--- src/rtl/mult18_rr_sched.sv ---
// mult18_rr_sched: round-robin front end that shares one external registered
// 18x18 signed multiplier among NREQ requesters. The multiplier's output
// register acts as a one-entry result buffer. The product-valid flag (pv) and
// the owner tag (ptag) follow the operands through that register.
//
// Optional feature, enabled by defining MULT18_RR_SCHED_BUSY_CNT_EN:
//   This adds a saturating grant counter (BUSY_CNT) and its clear input (CNT_CLR).
module mult18_rr_sched #(
    parameter int NREQ = 4,
    parameter int CNTW = 32
) (
    input  logic               C,
    input  logic               R_N,
    input  logic [NREQ-1:0]    REQ,
    input  logic [NREQ*18-1:0] A_IN,
    input  logic [NREQ*18-1:0] B_IN,
    output logic [NREQ-1:0]    GNT,
    output logic               RES_VLD,
    output logic [NREQ-1:0]    RES_SEL,
    output logic [35:0]        RES_P,
    input  logic               RES_RDY,
    output logic [17:0]        M_A,
    output logic [17:0]        M_B,
    output logic               M_CE,
    output logic               M_R,
    input  logic [35:0]        M_P
`ifdef MULT18_RR_SCHED_BUSY_CNT_EN
    ,
    input  logic               CNT_CLR,
    output logic [CNTW-1:0]    BUSY_CNT
`endif
);

    localparam int PTRW = (NREQ > 1) ? $clog2(NREQ) : 1;

    // Occupancy of the multiplier output register, decoded from pv and RES_RDY.
    typedef enum logic [1:0] {
        OCC_EMPTY,  // nothing held
        OCC_FULL,   // result held and leaving this cycle; refill allowed
        OCC_STALL   // result held and consumer not ready; freeze everything
    } occ_e;

    occ_e              occ;
    logic              advance;
    logic              pv_q, pv_d;
    logic [NREQ-1:0]   ptag_q, ptag_d;
    logic [PTRW-1:0]   ptr_q, ptr_d;
    logic              win_vld;
    logic [PTRW-1:0]   win_idx;
    logic [NREQ-1:0]   win_oh;

    // Decode the occupancy state from the held flag and consumer readiness.
    always_comb begin
        occ = OCC_EMPTY;
        if (pv_q) begin
            occ = RES_RDY ? OCC_FULL : OCC_STALL;
        end
    end

    assign advance = (occ != OCC_STALL);

    // Rotating-priority search. It starts one past the last winner and wraps.
    always_comb begin
        // NOTE: Every variable assigned in this block gets a default first,
        // so no path can leave a value held. That is what keeps a latch out.
        win_vld = 1'b0;
        win_idx = '0;
        win_oh  = '0;
        for (int k = 1; k <= NREQ; k++) begin
            logic [PTRW-1:0] cand;
            cand = PTRW'((int'(ptr_q) + k) % NREQ);
            if (!win_vld && REQ[cand]) begin
                win_vld = 1'b1;
                win_idx = cand;
            end
        end
        win_oh[win_idx] = win_vld;
    end

    // A grant is issued only when the output register can take a new product.
    assign GNT = (advance && R_N) ? win_oh : '0;

    assign M_A  = win_vld ? A_IN[int'(win_idx)*18 +: 18] : '0;
    assign M_B  = win_vld ? B_IN[int'(win_idx)*18 +: 18] : '0;
    assign M_CE = advance & R_N;
    assign M_R  = ~R_N;

    // Next-state logic. The tag and valid flag move in lockstep with the multiplier CE.
    always_comb begin
        pv_d   = pv_q;
        ptag_d = ptag_q;
        ptr_d  = ptr_q;
        if (advance) begin
            pv_d   = |GNT;
            ptag_d = GNT;
            if (|GNT) begin
                ptr_d = win_idx;
            end
        end
    end

    // State register. Reset makes requester 0 the first in line.
    always_ff @(posedge C) begin
        // NOTE: Sequential state uses non-blocking assignments only. All
        // registers then update together from the values before the edge.
        if (!R_N) begin
            pv_q   <= 1'b0;
            ptag_q <= '0;
            ptr_q  <= PTRW'(NREQ - 1);
        end else begin
            pv_q   <= pv_d;
            ptag_q <= ptag_d;
            ptr_q  <= ptr_d;
        end
    end

    assign RES_VLD = pv_q & R_N;
    assign RES_SEL = ptag_q & {NREQ{RES_VLD}};
    assign RES_P   = M_P;

`ifdef MULT18_RR_SCHED_BUSY_CNT_EN
    logic [CNTW-1:0] cnt_q;

    // Saturating count of granted cycles. A clear takes priority over counting.
    always_ff @(posedge C) begin
        if (!R_N) begin
            cnt_q <= '0;
        end else if (CNT_CLR) begin
            cnt_q <= '0;
        end else if ((|GNT) && (cnt_q != '1)) begin
            cnt_q <= cnt_q + 1'b1;
        end
    end

    assign BUSY_CNT = cnt_q;
`endif

endmodule

--- config.mk ---
export PLATFORM = sky130hd
export DESIGN_NAME = mult18_rr_sched
export DESIGN_NICKNAME = d
export VERILOG_FILES = /design/src/rtl/mult18_rr_sched.sv
export SDC_FILE = /design/constraint.sdc
export NUM_CORES = 1
export LEC_CHECK = 0
export BUFFER_PORTS_ARGS = -buffer_cell sky130_fd_sc_hd__buf_2
export CORE_AREA = 3 3 105 107
export DETAILED_ROUTE_END_ITERATION = 8
export DIE_AREA = 0 0 108 110
export PLACE_DENSITY = 0.6
export SLEW_MARGIN = 20
export SYNTH_ARGS = -nofsm -noshare
export SYNTH_HDL_FRONTEND = slang
export SYNTH_SLANG_ARGS = --single-unit
--- constraint.sdc ---
create_clock -name C -period 3.8 [get_ports C]
set_clock_uncertainty 0.1 [all_clocks]
set_input_delay 0.19 -clock C [delete_from_list [all_inputs] [get_ports C]]
set_output_delay 0.19 -clock C [all_outputs]
set_load 0.05 [all_outputs]
==> summary.txt, run 1 <==
Global route
  • Vias in the first global route: 2335
  • Initial antenna violation count: 0
  • Total GRT Usage: 0.109
  • Largest net degree at the start of global routing: 40
  • Overflow after GRT: 0
  • First-pass GRT wire length: 10700 um

Clocking
  • Clock Path Buffers: 2
  • Reg clk slew, reported paths: 40 ps
  • CTS Buf Count: 3
  • Sink Count: 7
  • Cts hold-fix bufs: 0
  • Post-CTS Resized: 0
  • Clk Tree Root Cell: clkbuf_8
  • Htree depth: 1
  • Postcts setup bufs: 0
  • Clock latency on the worst-skew pair: 220 ps
  • TritonCTS clock tree: done

Place
  • DP Wirelength: 6050 um
  • Port bufs: 197
  • Post-Place Setup Slack: 1180 ps
  • Placed cells: 546
  • GPL Wtd Cong: 0.744

Timing
  • Hold violation count in the final report: 0
  • Final setup margin: 936 ps
  • Final setup viols: 0
  • Minimum clock period: 2860 ps
  • Unrepaired setup endpoints after global routing: no
  • Slew HR: 0.279
  • Fmax: 349 MHz
  • Slew @ Worst Pin: 1080 ps
  • Tcrit/Tclk final: 0.754
  • Setup TNS: 0 ps
  • Pins Over Slew Limit: 0

Final layout
  • Layout cells sized above 1: 0.500
  • Area Overhead vs Synth: 45.0%
  • Final core occ: 0.262
  • Nets: 602
  • Antenna cells: 0
  • Fin cells: 550

Worst setup path
  • Crit Path Class: reg2out
  • Endpoint type of the worst setup path: primary output
  • Reg2Reg Depth: 5
  • Origin of the critical flop-to-flop path: ptr_q[1]
  • Reg2Reg Setup Slack: 1570 ps
  • Crit Path Max Fanout: 37
  • CP startpoint kind: flip-flop
  • Setup crit end: M_B[3]
  • Critical path origin: ptr_q[1]
  • Critical path arrival: 2570 ps
  • Required @ worst endpoint: 3510 ps
  • R2R Path End: ptag_q[2]

Job
  • Max Cap Viol: 0

Status
  • Outcome: complete, no violations

Route
  • Via density: 4.62
  • 1st-pass router iterations: 4
  • DRT Wirelength: 7660 um
  • Via count: 2541
  • DRC viols: 0
  • Antenna Nets Post-Route: 0
  • DR iter-0 viols: 170
  • Routed len/inst: 13.9 um

Floorplanning
  • Die X: 108 um
  • FP Rows: 37
  • Die area: 11900 um2
  • Initial Utilization: 0.181
  • Die height: 110 um
  • Core box area: 10200 um2
  • IO Pins: 270

Pwr
  • Leak: 1.60 nW
  • Max VDD drop: 0.117 mV
  • Cell Pwr Density: 340 nW/um2
  • Post-layout total power: 0.910 mW

Hold path
  • Worst min path class: in2reg

Logic synthesis
  • Netlist cell types: 35
  • Warnings, synthesis: 0
  • Syn nets: 457
  • Post-synth EDFFs: 0
  • Avg Cell Area, Syn: 6.84 um2
  • FFs w/ async S/R, synth: 0
  • Synthesized flop and latch total: 7
  • Post-synth top flop: dfxtp_1
  • Synthesized instance count: 270
  • Mapped Area: 1850 um2
  • Seq/Total Area, Yosys: 0.0759
[where the power goes]
group,switching (mW),internal [mW]
Sequential,0.0116,0.0809
Clock,0.0295,0.0724
Combinational,0.496,0.220
[placed cells by master (no fill, tap or decap), types with 2 or more instances in the layout]
| cell type | count |
|---|---|
| buf_2 | 197 |
| inv_1 | 77 |
| o32ai_1 | 36 |
| a221o_1 | 36 |
| dfxtp_1 | 7 |
| nor2_1 | 6 |
| nand2_1 | 6 |
| nor2b_1 | 4 |
| o21ai_1 | 4 |
| o21ai_0 | 4 |
| and2_1 | 4 |
| and3_1 | 4 |
| a21oi_1 | 3 |
| clkbuf_8 | 3 |
| a21oi_4 | 2 |
| nand2b_1 | 2 |
| buf_4 | 2 |
[final cells by class]
type                       count  area, um2
clock buffer                   4       45.0
fill                        1146       7550
inverter                      77        289
multi-input combinational    127       1030
sequential                     7        140
tap                          136        170
timing repair buffer         199       1000
[worst max-delay path, stage by stage, from the launching register on]
cell and delay [ps]:
dfxtp_1 520, a21oi_1 170, o211ai_4 860, o32ai_1 250, a221o_1 330, buf_2 210
[cell usage after synthesis, drive strengths merged, types with 2 or more instances]
master,instances,area (um2)
and3,4,25.0
nor2b,4,25.0
dfxtp,7,140
nand2,7,28.8
clkbuf,3,11.3
o32ai,36,315
o21ai,8,40.0
a21oi,5,36.3
nand2b,2,12.5
a221o,36,360
nor2,6,22.5
buf,56,395
inv,77,289
and2,4,25.0
[registers in the layout, summed over array words and instances (netlist names)]
| signal | count |
|---|---|
| ptag_q | 4 |
| ptr_q | 2 |
| pv_q | 1 |
[through the flow]
step	area, um2	hold slack (ps)
detailed placement	2630	280
global placement	2630	280
finish	2680	195
global route	2680	203
floorplan	1850	212
CTS	2680	189
[kinds of logic (layout without fill, tap and decap cells)]
kind of cell           count (synthesis)  count (layout)  share of synthesized area
AO/OA/AOI/OAI                         97              97                      0.462
flip-flops                             7               7                     0.0759
buffers and inverters                136             280                      0.377
AND/OR/NAND/NOR                       30              30                     0.0854
[metal layers]
metal	vias up	track usage	wire, um
li1	1227	-	-
met1	1171	0.131	3050
met2	137	0.204	3790
met3	6	0.0157	761
met4	0	0.0234	55
met5	-	0	0
[worst min path at each step]
stage                     end    start  depth (start not counted)
floorplan           ptag_q[0]      R_N                          1
global placement    RES_P[16]  M_P[16]                          0
detailed placement  RES_P[16]  M_P[16]                          0
CTS                 ptag_q[0]      R_N                          2
global route        ptag_q[0]      R_N                          2
finish              ptag_q[3]  RES_RDY                          3
Note: power is estimated with default switching activity, not from simulation.
==> run 2, diff against run 1 <==
- ABC_AREA: default -> 1
- CORE_AREA: 3 3 105 107 -> 3 3 104 106
- DIE_AREA: 0 0 108 110 -> 0 0 107 109
- PLACE_DENSITY: 0.6 -> 0.68
- clock period: 3.8 -> 2.65 ns (I/O delays scaled with it)
==> run 2 against run 1 <==
Net effect: first-iteration DRC count is 130% higher; core utilization is 12 points higher; sequential share of layout area is 1.4 points lower; non-clock buffer count is 20 higher; critical path type unchanged; highest routed layer unchanged.
==> summary.txt, run 2 <==
Global route
  • Overflow after GRT: 0
  • Initial antenna violation count: 0
  • Largest net degree at the start of global routing: 56
  • First-pass GRT wire length: 16100 um
  • Total GRT Usage: 0.169
  • Vias in the first global route: 3298

Worst setup path
  • Reg2Reg Setup Slack: 540 ps
  • CP startpoint kind: flip-flop
  • R2R Path End: ptr_q[1]
  • Max incr delay on CP: 360 ps
  • Critical path buffer and inverter count: 5
  • Crit Path Class: reg2out
  • Reg2Reg Depth: 13
  • Slowest-stage cell, CP: dfxtp_4
  • Required @ worst endpoint: 2420 ps
  • Crit Path Max Fanout: 31
  • Endpoint type of the worst setup path: primary output
  • Critical path arrival: 2340 ps
  • Origin of the critical flop-to-flop path: ptr_q[0]
  • Top delay family on crit path: buffers and inverters
  • Most Frequent Cell on Critical Path: nand2_1
  • CP Cell Sequence: buf_4, nand2_1, nand2_1, nand2_1, nand2_1, nor2_1, nand2_4, buf_12, inv_2, buf_8, a21oi_1, clkbuf_4

Timing
  • Unrepaired setup endpoints after global routing: yes
  • Fmax: 389 MHz
  • Pins Over Slew Limit: 0
  • Final setup viols: 0
  • Hold violation count in the final report: 0
  • Slew @ Worst Pin: 613 ps
  • Minimum clock period: 2570 ps
  • Slew HR: 0.590
  • Tcrit/Tclk final: 0.971
  • Hold slack: 96.2 ps

Logic synthesis
  • Syn nets: 694
  • Synth top cells by count: nand2_1, nand4_1, buf_4
  • Mapped Area: 2510 um2
  • Synthesized flop and latch total: 7
  • Yosys top cell area share: 0.384
  • Synth area leader: nand2_1
  • Post-synth top flop: dfxtp_1
  • Warnings, synthesis: 0
  • Synthesized instance count: 507
  • Seq/Total Area, Yosys: 0.0557
  • Netlist cell types: 25
  • Avg Cell Area, Syn: 4.96 um2
  • FFs w/ async S/R, synth: 0
  • Synth area leaders: nand2_1, nand4_1, buf_4
  • Post-synth EDFFs: 0
  • Count leader, synth: nand2_1

Route
  • Via count: 3907
  • Routed len/inst: 15.8 um
  • DRT Wirelength: 12400 um
  • DRC viols: 0
  • Antenna Nets Post-Route: 0
  • Via density: 4.96
  • DR iter-0 viols: 385
  • 1st-pass router iterations: 5

Hold path
  • Worst Hold Launch: R_N
  • Worst min path class: in2reg
  • Hold EP: pv_q
  • Hold path depth: 3

Floorplanning
  • FP Rows: 36
  • Die X: 107 um
  • Die area: 11700 um2
  • Initial Utilization: 0.255
  • IO Pins: 270
  • Die height: 109 um
  • Core box area: 9860 um2

Clocking
  • Htree depth: 1
  • TritonCTS clock tree: done
  • Clock Path Buffers: 2
  • Cts hold-fix bufs: 0
  • Reg clk slew, reported paths: 40 ps
  • Clock latency on the worst-skew pair: 230 ps
  • CTS Buf Count: 3
  • Clk Tree Root Cell: clkbuf_8
  • Postcts setup bufs: 0
  • Sink Count: 7

Status
  • Outcome: complete, no violations

Place
  • DP Wirelength: 8070 um
  • GPL Wtd Cong: 0.912
  • Placed cells: 774
  • Port bufs: 197

Final layout
  • Layout cells sized above 1: 0.382
  • Commonest non-fill, non-tap cell in the layout: nand2_1
  • Fin cells: 787
  • Nets: 842
  • Number of flip-flops in the largest register: 4
  • Most frequent cells in the layout: nand2_1, buf_2, nand4_1
  • Register with the most flip-flops: ptag_q
  • Antenna cells: 0
  • Area Overhead vs Synth: 49.9%
  • Top flop regs: ptag_q x4, ptr_q x2, pv_q x1

Job
  • Max Cap Viol: 0
==> run 2: area by class of cell <==
type,count,area (um2)
fillers,1105,6100
multi-input cells,400,1880
repair buffers,219,1440
well taps,133,166
flip-flops and latches,7,145
inverters,24,92.6
clock buffers,4,45.0
==> run 2: how the worst max path moves through the flow <==
stage / cells past startpoint / end / slack, ps / startpoint
after global placement: 15 / M_A[17] / 220 / ptr_q[0]
after detailed placement: 15 / M_B[7] / 210 / ptr_q[0]
final: 12 / M_B[17] / 80 / ptr_q[0]
after global routing: 12 / M_B[17] / -60 / ptr_q[0]
after CTS: 12 / M_B[17] / 3 / ptr_q[0]
after floorplan: 13 / M_A[10] / 150 / ptr_q[0]
==> run 2: logic make-up after synthesis <==
| kind of cell | Yosys count | synth area share |
|---|---|---|
| buffers and inverters | 101 | 0.232 |
| DFF | 7 | 0.0557 |
| AOI/OAI and AO/OA | 45 | 0.0905 |
| and+or+nand+nor | 354 | 0.622 |
==> run 2: worst register-to-register path: stages, from the launching register on <==
cell and delay [ps]:
dfxtp_4 380, buf_4 150, nand2_1 60, nand2_1 80, nand2_1 60, nand2_1 100
nor2_1 80, nand2_4 150, buf_12 190, inv_2 120, nor3_4 230, nand3_2 150
o211ai_1 110, inv_1 50
==> run 2: repair_timing <==
item,CTS,global route
setup endpoints to repair,8,40
resized for setup,13,60
gates cloned,0,9
pin swaps,0,3
==> run 2: routing by layer <==
metal,share of wire,vias up,track usage,routed length [um]
met4,0.014,0,0.0384,180
met1,0.41,1747,0.208,5040
met3,0.088,18,0.0403,1090
met5,0,-,0,0
li1,-,1928,-,-
met2,0.49,214,0.298,6110
==> run 2: metrics by stage <==
stage          cell area [um2]  utilization  setup WS (ps)  TNS [ps]
6_report                  3770        0.382           76.9         0
5_1_grt                   3770        0.382          -62.2     -1460
4_1_cts                   3440        0.349           3.28         0
3_5_place_dp              3360        0.341            206         0
3_3_place_gp              3360        0.341            224         0
2_1_floorplan             2510            -            145         0
Power of run 2 is not shown: default switching activity piles up to over one toggle a cycle in this logic, so the estimate is an artifact.
